--- src/rtl/smem_request_arbiter.sv ---
// smem_request_arbiter: initiator side of the per-block shared-memory
// scratchpad. Threads raise load/store requests. One access at a time is
// issued onto the scratchpad's single read port and single write port.
//
// Handshake (per thread t), 4-phase valid/done:
//   - The thread raises req_valid[t] with req_write/req_addr/req_wdata
//     stable, and holds it until it sees rsp_done[t].
//   - The op, address and data are captured at grant. Later changes are
//     ignored.
//   - rsp_done[t] stays high while req_valid[t] stays high. The thread is
//     not re-serviced until it drops req_valid[t] for at least one cycle.
//   - rsp_done[t] clears on the first edge that samples req_valid[t] low.
//     A completion on that same edge wins over the clear.
//
// Optional build macro: SMEM_READ_COALESCE_EN. When it is defined, a load
// grant also serves every other pending load to the same address, so all of
// those threads complete from one read.
//
// The FSM state is visible as state_q (IDLE / RD_WAIT / RD_CAPTURE /
// WR_WAIT). The busy output mirrors the state being anything other than IDLE.
module smem_request_arbiter #(
  parameter int ADDR_BITS         = 8,
  parameter int DATA_BITS         = 8,
  parameter int THREADS_PER_BLOCK = 4
) (
  input  logic                                   clk,
  input  logic                                   reset,
  input  logic [THREADS_PER_BLOCK-1:0]           req_valid,
  input  logic [THREADS_PER_BLOCK-1:0]           req_write,
  input  logic [THREADS_PER_BLOCK*ADDR_BITS-1:0] req_addr,
  input  logic [THREADS_PER_BLOCK*DATA_BITS-1:0] req_wdata,
  output logic [THREADS_PER_BLOCK-1:0]           rsp_done,
  output logic [THREADS_PER_BLOCK*DATA_BITS-1:0] rsp_rdata,
  output logic                                   busy,
  output logic                                   mem_read_enable,
  output logic [ADDR_BITS-1:0]                   mem_read_addr,
  input  logic [DATA_BITS-1:0]                   mem_read_data,
  output logic                                   mem_write_enable,
  output logic [ADDR_BITS-1:0]                   mem_write_addr,
  output logic [DATA_BITS-1:0]                   mem_write_data
);

  localparam int T     = THREADS_PER_BLOCK;
  localparam int PTR_W = (T > 1) ? $clog2(T) : 1;

  localparam logic [1:0] IDLE       = 2'd0;
  localparam logic [1:0] RD_WAIT    = 2'd1;
  localparam logic [1:0] RD_CAPTURE = 2'd2;
  localparam logic [1:0] WR_WAIT    = 2'd3;

  logic [1:0]             state_q, state_d;
  logic [PTR_W-1:0]       rr_ptr_q, rr_ptr_d;
  logic [T-1:0]           grant_mask_q, grant_mask_d;
  logic [T-1:0]           rsp_done_q, rsp_done_d;
  logic [T*DATA_BITS-1:0] rsp_rdata_q, rsp_rdata_d;
  logic                   busy_q, busy_d;
  logic                   mem_read_enable_q, mem_read_enable_d;
  logic [ADDR_BITS-1:0]   mem_read_addr_q, mem_read_addr_d;
  logic                   mem_write_enable_q, mem_write_enable_d;
  logic [ADDR_BITS-1:0]   mem_write_addr_q, mem_write_addr_d;
  logic [DATA_BITS-1:0]   mem_write_data_q, mem_write_data_d;

  // A thread is waiting for service when it asks and has not yet been answered.
  logic [T-1:0]           pending;
  logic                   grant_found;
  logic [PTR_W-1:0]       grant_idx;
  logic                   grant_write;
  logic [ADDR_BITS-1:0]   grant_addr;
  logic [DATA_BITS-1:0]   grant_wdata;
  logic [T-1:0]           grant_onehot;
  logic [T-1:0]           load_mask;

  assign pending     = req_valid & ~rsp_done_q;
  assign grant_write = req_write[grant_idx];
  assign grant_addr  = req_addr[grant_idx*ADDR_BITS +: ADDR_BITS];
  assign grant_wdata = req_wdata[grant_idx*DATA_BITS +: DATA_BITS];

  // Round-robin search: start at rr_ptr, wrap modulo T, first pending thread wins.
  always_comb begin : arb_comb
    logic [PTR_W:0]   cand_w;
    logic [PTR_W-1:0] cand;
    grant_found = 1'b0;
    grant_idx   = '0;
    cand_w      = '0;
    cand        = '0;
    for (int i = 0; i < T; i++) begin
      cand_w = {1'b0, rr_ptr_q} + (PTR_W+1)'(i);
      if (cand_w >= (PTR_W+1)'(T)) begin
        cand_w = cand_w - (PTR_W+1)'(T);
      end
      cand = cand_w[PTR_W-1:0];
      if (!grant_found && pending[cand]) begin
        grant_found = 1'b1;
        grant_idx   = cand;
      end
    end
  end

  // Build the set of threads a load grant will answer: the winner, plus
  // matching pending loads when coalescing is built in.
  always_comb begin
    grant_onehot            = '0;
    grant_onehot[grant_idx] = 1'b1;
    load_mask               = grant_onehot;
`ifdef SMEM_READ_COALESCE_EN
    for (int t = 0; t < T; t++) begin
      if (pending[t] && !req_write[t] &&
          (req_addr[t*ADDR_BITS +: ADDR_BITS] == grant_addr)) begin
        load_mask[t] = 1'b1;
      end
    end
`else
    load_mask = grant_onehot;
`endif
  end

  // FSM and output next-state: one access in flight, every output registered.
  always_comb begin
    state_d            = state_q;
    rr_ptr_d           = rr_ptr_q;
    grant_mask_d       = grant_mask_q;
    rsp_rdata_d        = rsp_rdata_q;
    mem_read_addr_d    = mem_read_addr_q;
    mem_write_addr_d   = mem_write_addr_q;
    mem_write_data_d   = mem_write_data_q;
    mem_read_enable_d  = 1'b0;
    mem_write_enable_d = 1'b0;
    // Done flags fall as soon as the thread lets go of its request. A
    // completion below overrides this on the same edge.
    rsp_done_d         = rsp_done_q & req_valid;

    case (state_q)
      IDLE: begin
        if (grant_found) begin
          if (grant_idx == PTR_W'(T-1)) begin
            rr_ptr_d = '0;
          end else begin
            rr_ptr_d = grant_idx + PTR_W'(1);
          end
          if (grant_write) begin
            grant_mask_d       = grant_onehot;
            mem_write_enable_d = 1'b1;
            mem_write_addr_d   = grant_addr;
            mem_write_data_d   = grant_wdata;
            state_d            = WR_WAIT;
          end else begin
            grant_mask_d      = load_mask;
            mem_read_enable_d = 1'b1;
            mem_read_addr_d   = grant_addr;
            state_d           = RD_WAIT;
          end
        end
      end
      RD_WAIT: begin
        // The scratchpad samples the read on this edge. Its data shows up next cycle.
        state_d = RD_CAPTURE;
      end
      RD_CAPTURE: begin
        for (int t = 0; t < T; t++) begin
          if (grant_mask_q[t]) begin
            rsp_rdata_d[t*DATA_BITS +: DATA_BITS] = mem_read_data;
            rsp_done_d[t]                         = 1'b1;
          end
        end
        state_d = IDLE;
      end
      WR_WAIT: begin
        rsp_done_d = rsp_done_d | grant_mask_q;
        state_d    = IDLE;
      end
      default: begin
        state_d = IDLE;
      end
    endcase

    busy_d = (state_d != IDLE);
  end

  // State registers. Synchronous reset abandons any in-flight access.
  always_ff @(posedge clk) begin
    if (reset) begin
      state_q            <= IDLE;
      rr_ptr_q           <= '0;
      grant_mask_q       <= '0;
      rsp_done_q         <= '0;
      rsp_rdata_q        <= '0;
      busy_q             <= 1'b0;
      mem_read_enable_q  <= 1'b0;
      mem_read_addr_q    <= '0;
      mem_write_enable_q <= 1'b0;
      mem_write_addr_q   <= '0;
      mem_write_data_q   <= '0;
    end else begin
      state_q            <= state_d;
      rr_ptr_q           <= rr_ptr_d;
      grant_mask_q       <= grant_mask_d;
      rsp_done_q         <= rsp_done_d;
      rsp_rdata_q        <= rsp_rdata_d;
      busy_q             <= busy_d;
      mem_read_enable_q  <= mem_read_enable_d;
      mem_read_addr_q    <= mem_read_addr_d;
      mem_write_enable_q <= mem_write_enable_d;
      mem_write_addr_q   <= mem_write_addr_d;
      mem_write_data_q   <= mem_write_data_d;
    end
  end

  assign rsp_done         = rsp_done_q;
  assign rsp_rdata        = rsp_rdata_q;
  assign busy             = busy_q;
  assign mem_read_enable  = mem_read_enable_q;
  assign mem_read_addr    = mem_read_addr_q;
  assign mem_write_enable = mem_write_enable_q;
  assign mem_write_addr   = mem_write_addr_q;
  assign mem_write_data   = mem_write_data_q;

endmodule
--- config.mk ---
export PLATFORM = sky130hd
export DESIGN_NAME = smem_request_arbiter
export DESIGN_NICKNAME = d
export VERILOG_FILES = /design/src/rtl/smem_request_arbiter.sv
export SDC_FILE = /design/constraint.sdc
export NUM_CORES = 1
export LEC_CHECK = 0
export ABC_AREA = 1
export ABC_CLOCK_PERIOD_IN_PS = 2070
export CAP_MARGIN = 15
export CORE_MARGIN = 3
export CORE_UTILIZATION = 34
export DETAILED_ROUTE_END_ITERATION = 12
export HOLD_SLACK_MARGIN = 0.03
export PLACE_DENSITY_LB_ADDON = 0.3
export SLEW_MARGIN = 20
export SYNTH_ARGS = -nofsm -noshare
export SYNTH_HDL_FRONTEND = slang
export SYNTH_SLANG_ARGS = --single-unit
--- constraint.sdc ---
create_clock -name clk -period 2.07 [get_ports clk]
set_input_delay 0.414 -clock clk [delete_from_list [all_inputs] [get_ports clk]]
set_output_delay 0.414 -clock clk [all_outputs]
set_load 0.05 [all_outputs]
==> out/summary.json, run 1 <==
{
  "finalSetupViolations": {"value": 5},
  "clock_latency": {"value": 0.34, "unit": "ns"},
  "ys_top_cells_by_area": {"value": "dfxtp_1, nor2_1, nand2_1"},
  "area_growth": {"value": 70.5, "unit": "%"},
  "crit_buf_inv": {"value": 5},
  "clockRootBuffer": {"value": "clkbuf_8"},
  "p_switching": {"value": 5280, "unit": "uW"},
  "drtPass1Iterations": {"value": 4},
  "route.final.wire_length": {"value": 12300, "unit": "um"},
  "syn-cell-area": {"value": 3670, "unit": "um2"},
  "critPathTopFamily": {"value": "simple AND/OR/NAND/NOR gates"},
  "final_core_utilization": {"value": 60.2, "unit": "%"},
  "die_width": {"value": 110, "unit": "um"},
  "timing.critical_path.from": {"value": "rr_ptr_q[0]"},
  "cts_inserted_buffers": {"value": 9},
  "finish.net_count": {"value": 838},
  "setup.worst_path.start_class": {"value": "register"},
  "place_congestion": {"value": 0.875},
  "timing.critical_path.to_type": {"value": "register"},
  "grtUsageTotal": {"value": 19.2, "unit": "%"},
  "start_util": {"value": 35.3, "unit": "%"},
  "path_common_cell": {"value": "nand2_4"},
  "result_of_the_run": {"value": "complete, but fails checks"},
  "clock_sinks": {"value": 71},
  "netlist_instances": {"value": 562},
  "h-tree-depth": {"value": 3},
  "synth_flop_cell": {"value": "dfxtp_1"},
  "viasPerCell": {"value": 4.68},
  "netlist.area_leader.share": {"value": 38.7, "unit": "%"},
  "setup_ws": {"value": -0.0206, "unit": "ns"},
  "grt_pass1_vias": {"value": 3897},
  "die_height": {"value": 110, "unit": "um"},
  "cell_internal_pwr": {"value": 5960, "unit": "uW"},
  "grt_setup_unrepaired": {"value": "true"},
  "yosysUniqueCellTypes": {"value": 26},
  "timing.max_cap.violations": {"value": 0},
  "timing.rr.start": {"value": "rr_ptr_q[0]"},
  "leading_area_contributor_after_synthesis": {"value": "dfxtp_1"},
  "post-synth-top-count-cell": {"value": "nor2_1"},
  "failed_checks": {"value": "setup timing"},
  "p_clk_share": {"value": 10.2, "unit": "%"},
  "worst_clock_skew": {"value": 0.00983, "unit": "ns"},
  "synth_nets": {"value": 648},
  "core-area": {"value": 10400, "unit": "um2"},
  "power_leakage": {"value": 0.00288, "unit": "uW"},
  "fin_area": {"value": 6270, "unit": "um2"},
  "ys_ff_latch": {"value": 71},
  "globalRouteOverflowTotal": {"value": 0},
  "worst_path_largest_cell_delay": {"value": 0.33, "unit": "ns"},
  "top_cell_types_by_occurrence_after_synthesis": {"value": "nor2_1, nand2_1, dfxtp_1, inv_1, o21ai_0"},
  "hold_start": {"value": "rsp_done[0]"},
  "via_count": {"value": 4180},
  "crit_slowest_cell": {"value": "dfxtp_2"},
  "combPwrFrac": {"value": 72.9, "unit": "%"},
  "wire_length_of_the_first_global_routing_pass": {"value": 18400, "unit": "um"},
  "synthArstFlopShare": {"value": 0, "unit": "%"},
  "power.sequential.fraction": {"value": 17.0, "unit": "%"},
  "initialDrtViolationCount": {"value": 238},
  "timing.critical_path.cells": {"value": "buf_12 -> inv_12 -> nand3_4 -> nand3_4 -> nand2_4 -> nand2_4 -> nand2_4 -> nand2_4 -> nand3_4 -> buf_6 -> buf_12 -> clkbuf_16 -> nand2_1 -> o21ai_1 -> nand2_1 -> nand2_2 -> nor2_1 -> nor2_1"},
  "antennaDiodeCount": {"value": 0},
  "fmax": {"value": 478, "unit": "MHz"},
  "buffer_ports.inserted": {"value": 144},
  "final.fill_count": {"value": 935},
  "pin_count_of_the_biggest_net_entering_global_routing": {"value": 40},
  "pwr_density_cell": {"value": 1790, "unit": "nW/um2"},
  "timing.setup.critical_path_class": {"value": "register to register"},
  "rows": {"value": 37},
  "slew_headroom": {"value": 62.9, "unit": "%"},
  "drc_errors": {"value": 0},
  "final_layout_size_suffix_gt1_share": {"value": 19.7, "unit": "%"},
  "avgRoutedWirePerCell": {"value": 13.7, "unit": "um"},
  "report.final.hold_viol_count": {"value": 0},
  "report.final.slew_viol_count": {"value": 0},
  "cts_tree": {"value": "yes"},
  "boundaryPins": {"value": 145},
  "vdd_ir_drop_max": {"value": 948, "unit": "uV"},
  "post-layout-total-power": {"value": 11200, "unit": "uW"},
  "yosys_warning_total": {"value": 0},
  "die_area": {"value": 12100, "unit": "um2"},
  "ys_seq_area_share": {"value": 38.7, "unit": "%"},
  "critPathMaxFanout": {"value": 8},
  "path_clk_slew": {"value": 0.08, "unit": "ns"},
  "drtAntennaViolNets": {"value": 0},
  "postSynthAreaPerCell": {"value": 6.54, "unit": "um2"},
  "dp_hpwl": {"value": 8230, "unit": "um"},
  "place_area": {"value": 5400, "unit": "um2"},
  "holdCritPathClass": {"value": "register to register"},
  "synth-edff-count": {"value": 0},
  "clk_path_buf_depth": {"value": 2},
  "worst_ep_arrival_time": {"value": 2.32, "unit": "ns"},
  "post-route-period-util": {"value": 101, "unit": "%"},
  "tightest_slew": {"value": 0.554, "unit": "ns"},
  "antenna_found_initial": {"value": 0},
  "layout_min_cycle_time": {"value": 2.09, "unit": "ns"},
  "net_switching_share_of_the_total_power": {"value": 47.0, "unit": "%"},
  "crit_required": {"value": 2.30, "unit": "ns"}
}
metal layers:
metal,wire length (um),vias to the layer above,track usage [%]
met2,6290,116,33.3
li1,-,2132,-
met5,0,-,0
met3,726,17,5.17
met4,161,0,5.08
met1,5100,1915,23.5
cells by family (layout without fill, tap and decap cells):
logic type	count (synthesis)	after routing	synth area share [%]
buf+inv	86	281	10.8
compound gates	78	78	11.5
fa+ha+maj	4	4	1.36
simple gates	323	323	37.7
flops	71	71	38.7
cells in the final DEF, fill, tap and decap left out, types with 2 or more instances in the layout:
cell type and count:
buf_12 6, dfxtp_1 65, o211ai_1 8, a21oi_1 5, clkdlybuf4s50_1 140, o21ai_2 5, nor2_4 2, o21ai_0 41
nand2_1 116, dlygate4sd2_1 4, nand3_4 9, nand2_4 10, inv_6 4, clkbuf_8 9, buf_16 5, nor2_2 9
nor2_1 133, ha_1 4, o21ai_1 18, inv_1 60, buf_6 3, nand4_1 6, buf_4 38, dfxtp_2 5
nand2_2 21, clkbuf_16 4, nand3_2 10, nand3_1 5
cell type report:
class                      count  area [um2]  share of cell area (%)
clock buffer                   9         124                    1.98
clock inverter                 7        77.6                    1.24
inverter                      65         264                    4.21
multi-input combinational    405        2090                    33.3
sequential                    71        1430                    22.8
tap                          136         170                    2.72
timing repair buffer         200        2110                    33.7
final timing paths:
| path | to | slack [ns] | cells past startpoint |
|---|---|---|---|
| min reg2reg | rsp_done[0] | 0.47 | 2 |
| max reg2reg | mem_write_addr[5] | -0.02 | 18 |
| max | mem_write_addr[5] | -0.02 | 18 |
| min | rsp_done[0] | 0.47 | 2 |
state kept, by name, summed over array words and instances, names as in the netlist, 2 cells and up:
name	count
grant_mask_q	4
mem_read_addr	8
mem_write_addr	8
mem_write_data	8
rr_ptr_q	2
rsp_done	4
rsp_rdata	32
state_q	2
power groups by stage:
stage               combinational, uW  sequential [uW]  clock, uW
floorplan                        3340             2730          0
detailed placement               5720             1920          0
global placement                 5640             1910          0
global route                     8860             1940       1250
CTS                              7090             1900       1180
finish                           8190             1910       1140
what timing repair did:
item                       CTS  global route
hold buffers                 0             0
gates cloned                 5             4
resized for setup           47            58
setup endpoints to repair   25            31
pin swaps                   30            39
buffers inserted            11             8
tightest hold or removal path: stages (launching register included):
cell,delay (ns)
dfxtp_2,0.33
nand2_1,0.05
a21oi_1,0.05
stage by stage:
step	setup slack (ns)	TNS [ns]	std cells	hold slack (ns)
finish	-0.0206	-0.0312	893	0.472
global route	-0.138	-2.34	893	0.502
CTS	-0.0202	-0.0616	881	0.476
detailed placement	-0.423	-12.22	849	0.465
global placement	-0.327	-8.96	849	0.468
floorplan	0.0231	0	562	0.448
(Power assumes the default switching activity.)
==> inputs of run 2 (changes only) <==
--- a/config.mk
+++ b/config.mk
@@ -8,6 +8,7 @@
 export ABC_AREA = 1
 export ABC_CLOCK_PERIOD_IN_PS = 2070
 export CAP_MARGIN = 15
+export CORE_ASPECT_RATIO = 0.9
 export CORE_MARGIN = 3
 export CORE_UTILIZATION = 34
 export DETAILED_ROUTE_END_ITERATION = 12
==> out/summary.json, run 2 (synthesis gave the netlist of run 1 again) <==
{
  "clk_path_buf_depth": {"value": 2},
  "largest_register_ff_count": {"value": 32},
  "rr_worst_depth": {"value": 13},
  "pwr_density_cell": {"value": 1780, "unit": "nW/um2"},
  "result_of_the_run": {"value": "completed"},
  "most_frequent_cells_in_the_layout": {"value": "clkdlybuf4s50_1, nor2_1, nand2_1"},
  "buffer_ports.inserted": {"value": 144},
  "pin_count_of_the_biggest_net_entering_global_routing": {"value": 63},
  "setup.worst_path.start_class": {"value": "register"},
  "power_leakage": {"value": 0.00285, "unit": "uW"},
  "timing.max_cap.violations": {"value": 0},
  "holdCritPathClass": {"value": "register to register"},
  "cts_inserted_buffers": {"value": 9},
  "cell_internal_pwr": {"value": 5800, "unit": "uW"},
  "place_area": {"value": 5370, "unit": "um2"},
  "worst_clock_skew": {"value": 0.00779, "unit": "ns"},
  "final_core_utilization": {"value": 59.7, "unit": "%"},
  "via_count": {"value": 4131},
  "dp_hpwl": {"value": 8200, "unit": "um"},
  "hold_start": {"value": "rsp_done[1]"},
  "layout_min_cycle_time": {"value": 2.05, "unit": "ns"},
  "path_clk_slew": {"value": 0.06, "unit": "ns"},
  "setup_total_negative_slack": {"value": 0, "unit": "ns"},
  "drtAntennaViolNets": {"value": 0},
  "report.final.hold_viol_count": {"value": 0},
  "avgRoutedWirePerCell": {"value": 13.8, "unit": "um"},
  "power.sequential.fraction": {"value": 17.6, "unit": "%"},
  "wire_length_of_the_first_global_routing_pass": {"value": 17900, "unit": "um"},
  "p_clk_share": {"value": 14.5, "unit": "%"},
  "clock_sinks": {"value": 71},
  "antennaDiodeCount": {"value": 0},
  "clockRootBuffer": {"value": "clkbuf_16"},
  "initialDrtViolationCount": {"value": 216},
  "layout.cells.most_common": {"value": "clkdlybuf4s50_1"},
  "fin_area": {"value": 6190, "unit": "um2"},
  "globalRouteOverflowTotal": {"value": 0},
  "grt_setup_unrepaired": {"value": "true"},
  "timing.rr.start": {"value": "rr_ptr_q[0]"},
  "worst_ep_arrival_time": {"value": 2.30, "unit": "ns"},
  "fmax": {"value": 487, "unit": "MHz"},
  "viasPerCell": {"value": 4.74},
  "post-route-period-util": {"value": 99.2, "unit": "%"},
  "cts_tree": {"value": "yes"},
  "place_congestion": {"value": 0.817},
  "tightest_slew": {"value": 0.560, "unit": "ns"},
  "hold_depth": {"value": 2},
  "finalHoldWorstSlack": {"value": 0.475, "unit": "ns"},
  "net_switching_share_of_the_total_power": {"value": 47.3, "unit": "%"},
  "die_area": {"value": 12100, "unit": "um2"},
  "timing.critical_path.to_type": {"value": "register"},
  "worstHoldEndpoint": {"value": "rsp_done[1]"},
  "slew_headroom": {"value": 62.5, "unit": "%"},
  "grtUsageTotal": {"value": 18.1, "unit": "%"},
  "combPwrFrac": {"value": 67.9, "unit": "%"},
  "h-tree-depth": {"value": 3},
  "finish.net_count": {"value": 824},
  "timing.setup.critical_path_class": {"value": "register to register"},
  "drc_errors": {"value": 0},
  "final_layout_size_suffix_gt1_share": {"value": 18.0, "unit": "%"},
  "finalSetupViolations": {"value": 0},
  "clock_latency": {"value": 0.33, "unit": "ns"},
  "core-area": {"value": 10400, "unit": "um2"},
  "crit-reg2reg-capture": {"value": "mem_write_addr[1]"},
  "die_height": {"value": 105, "unit": "um"},
  "start_util": {"value": 35.4, "unit": "%"},
  "boundaryPins": {"value": 145},
  "grt_pass1_vias": {"value": 3794},
  "route.final.wire_length": {"value": 12000, "unit": "um"},
  "report.final.slew_viol_count": {"value": 0},
  "rows": {"value": 35},
  "antenna_found_initial": {"value": 0},
  "ff2ff_setup_slack": {"value": 0.02, "unit": "ns"},
  "die_width": {"value": 116, "unit": "um"},
  "area_growth": {"value": 68.5, "unit": "%"},
  "p_switching": {"value": 5210, "unit": "uW"},
  "crit_required": {"value": 2.32, "unit": "ns"},
  "vdd_ir_drop_max": {"value": 847, "unit": "uV"},
  "critPathMaxFanout": {"value": 8},
  "drtPass1Iterations": {"value": 5}
}
[run 2: worst max-delay path by stage]
| stage | start | endpoint | slack, ns | cells after the start |
|---|---|---|---|---|
| 6_report | rr_ptr_q[0] | mem_write_addr[1] | 0.02 | 13 |
| 2_1_floorplan | rsp_done[3] | rr_ptr_q[1] | 0.02 | 11 |
| 3_5_place_dp | req_valid[3] | mem_write_addr[4] | -0.42 | 13 |
| 4_1_cts | rr_ptr_q[0] | mem_write_data[5] | 0.006 | 15 |
| 5_1_grt | rr_ptr_q[0] | mem_write_addr[1] | -0.09 | 13 |
| 3_3_place_gp | req_valid[3] | mem_write_data[3] | -0.37 | 13 |
[run 2: worst max-delay path, stage by stage, from the launching register on]
cell       delay (ns)
dfxtp_4          0.40
inv_8            0.11
nand3_2          0.12
nand3_1          0.12
nand2_1          0.09
nand4_4          0.12
buf_4            0.13
nand4_1          0.16
nand3_2          0.14
nand3_4          0.15
clkbuf_16        0.21
nand2_1          0.06
nand2_1          0.04
nor2_1           0.12
[run 2: power by group through the flow]
stage	clock, uW	sequential, uW	combinational (uW)
after floorplan	0	2730	3340
after global placement	0	1920	5550
after CTS	1650	1920	6010
after detailed placement	0	1930	5640
after global routing	1700	1980	8180
final	1600	1940	7480
[run 2: repair_timing]
action                     in CTS  in global routing
resized for setup              15                 81
pin swaps                       1                 18
setup endpoints to repair      27                 28
buffers inserted                1                  7
hold buffers                    0                  0
gates cloned                    1                  7
[run 2: area by class of cell]
cell class,count,area (um2)
fillers,920,4190
multi-input cells,407,2100
repair buffers,184,1920
flip-flops and latches,71,1430
inverters,65,262
clock buffers,10,239
well taps,129,161
clock inverters,6,72.6
[run 2: layer usage]
layer	track usage (%)	vias to the layer above	share of wire, %
met5	0	-	0
met4	4.86	0	0.66
met3	3.59	6	5.4
met2	30.4	108	50
met1	23.6	1906	44
li1	-	2111	-
[run 2: stage by stage]
step,power (uW),cells,setup slack (ns)
detailed placement,7570,840,-0.421
CTS,9580,858,0.00600
global route,11900,872,-0.0915
global placement,7470,840,-0.368
finish,11000,872,0.0168
floorplan,6070,562,0.0231
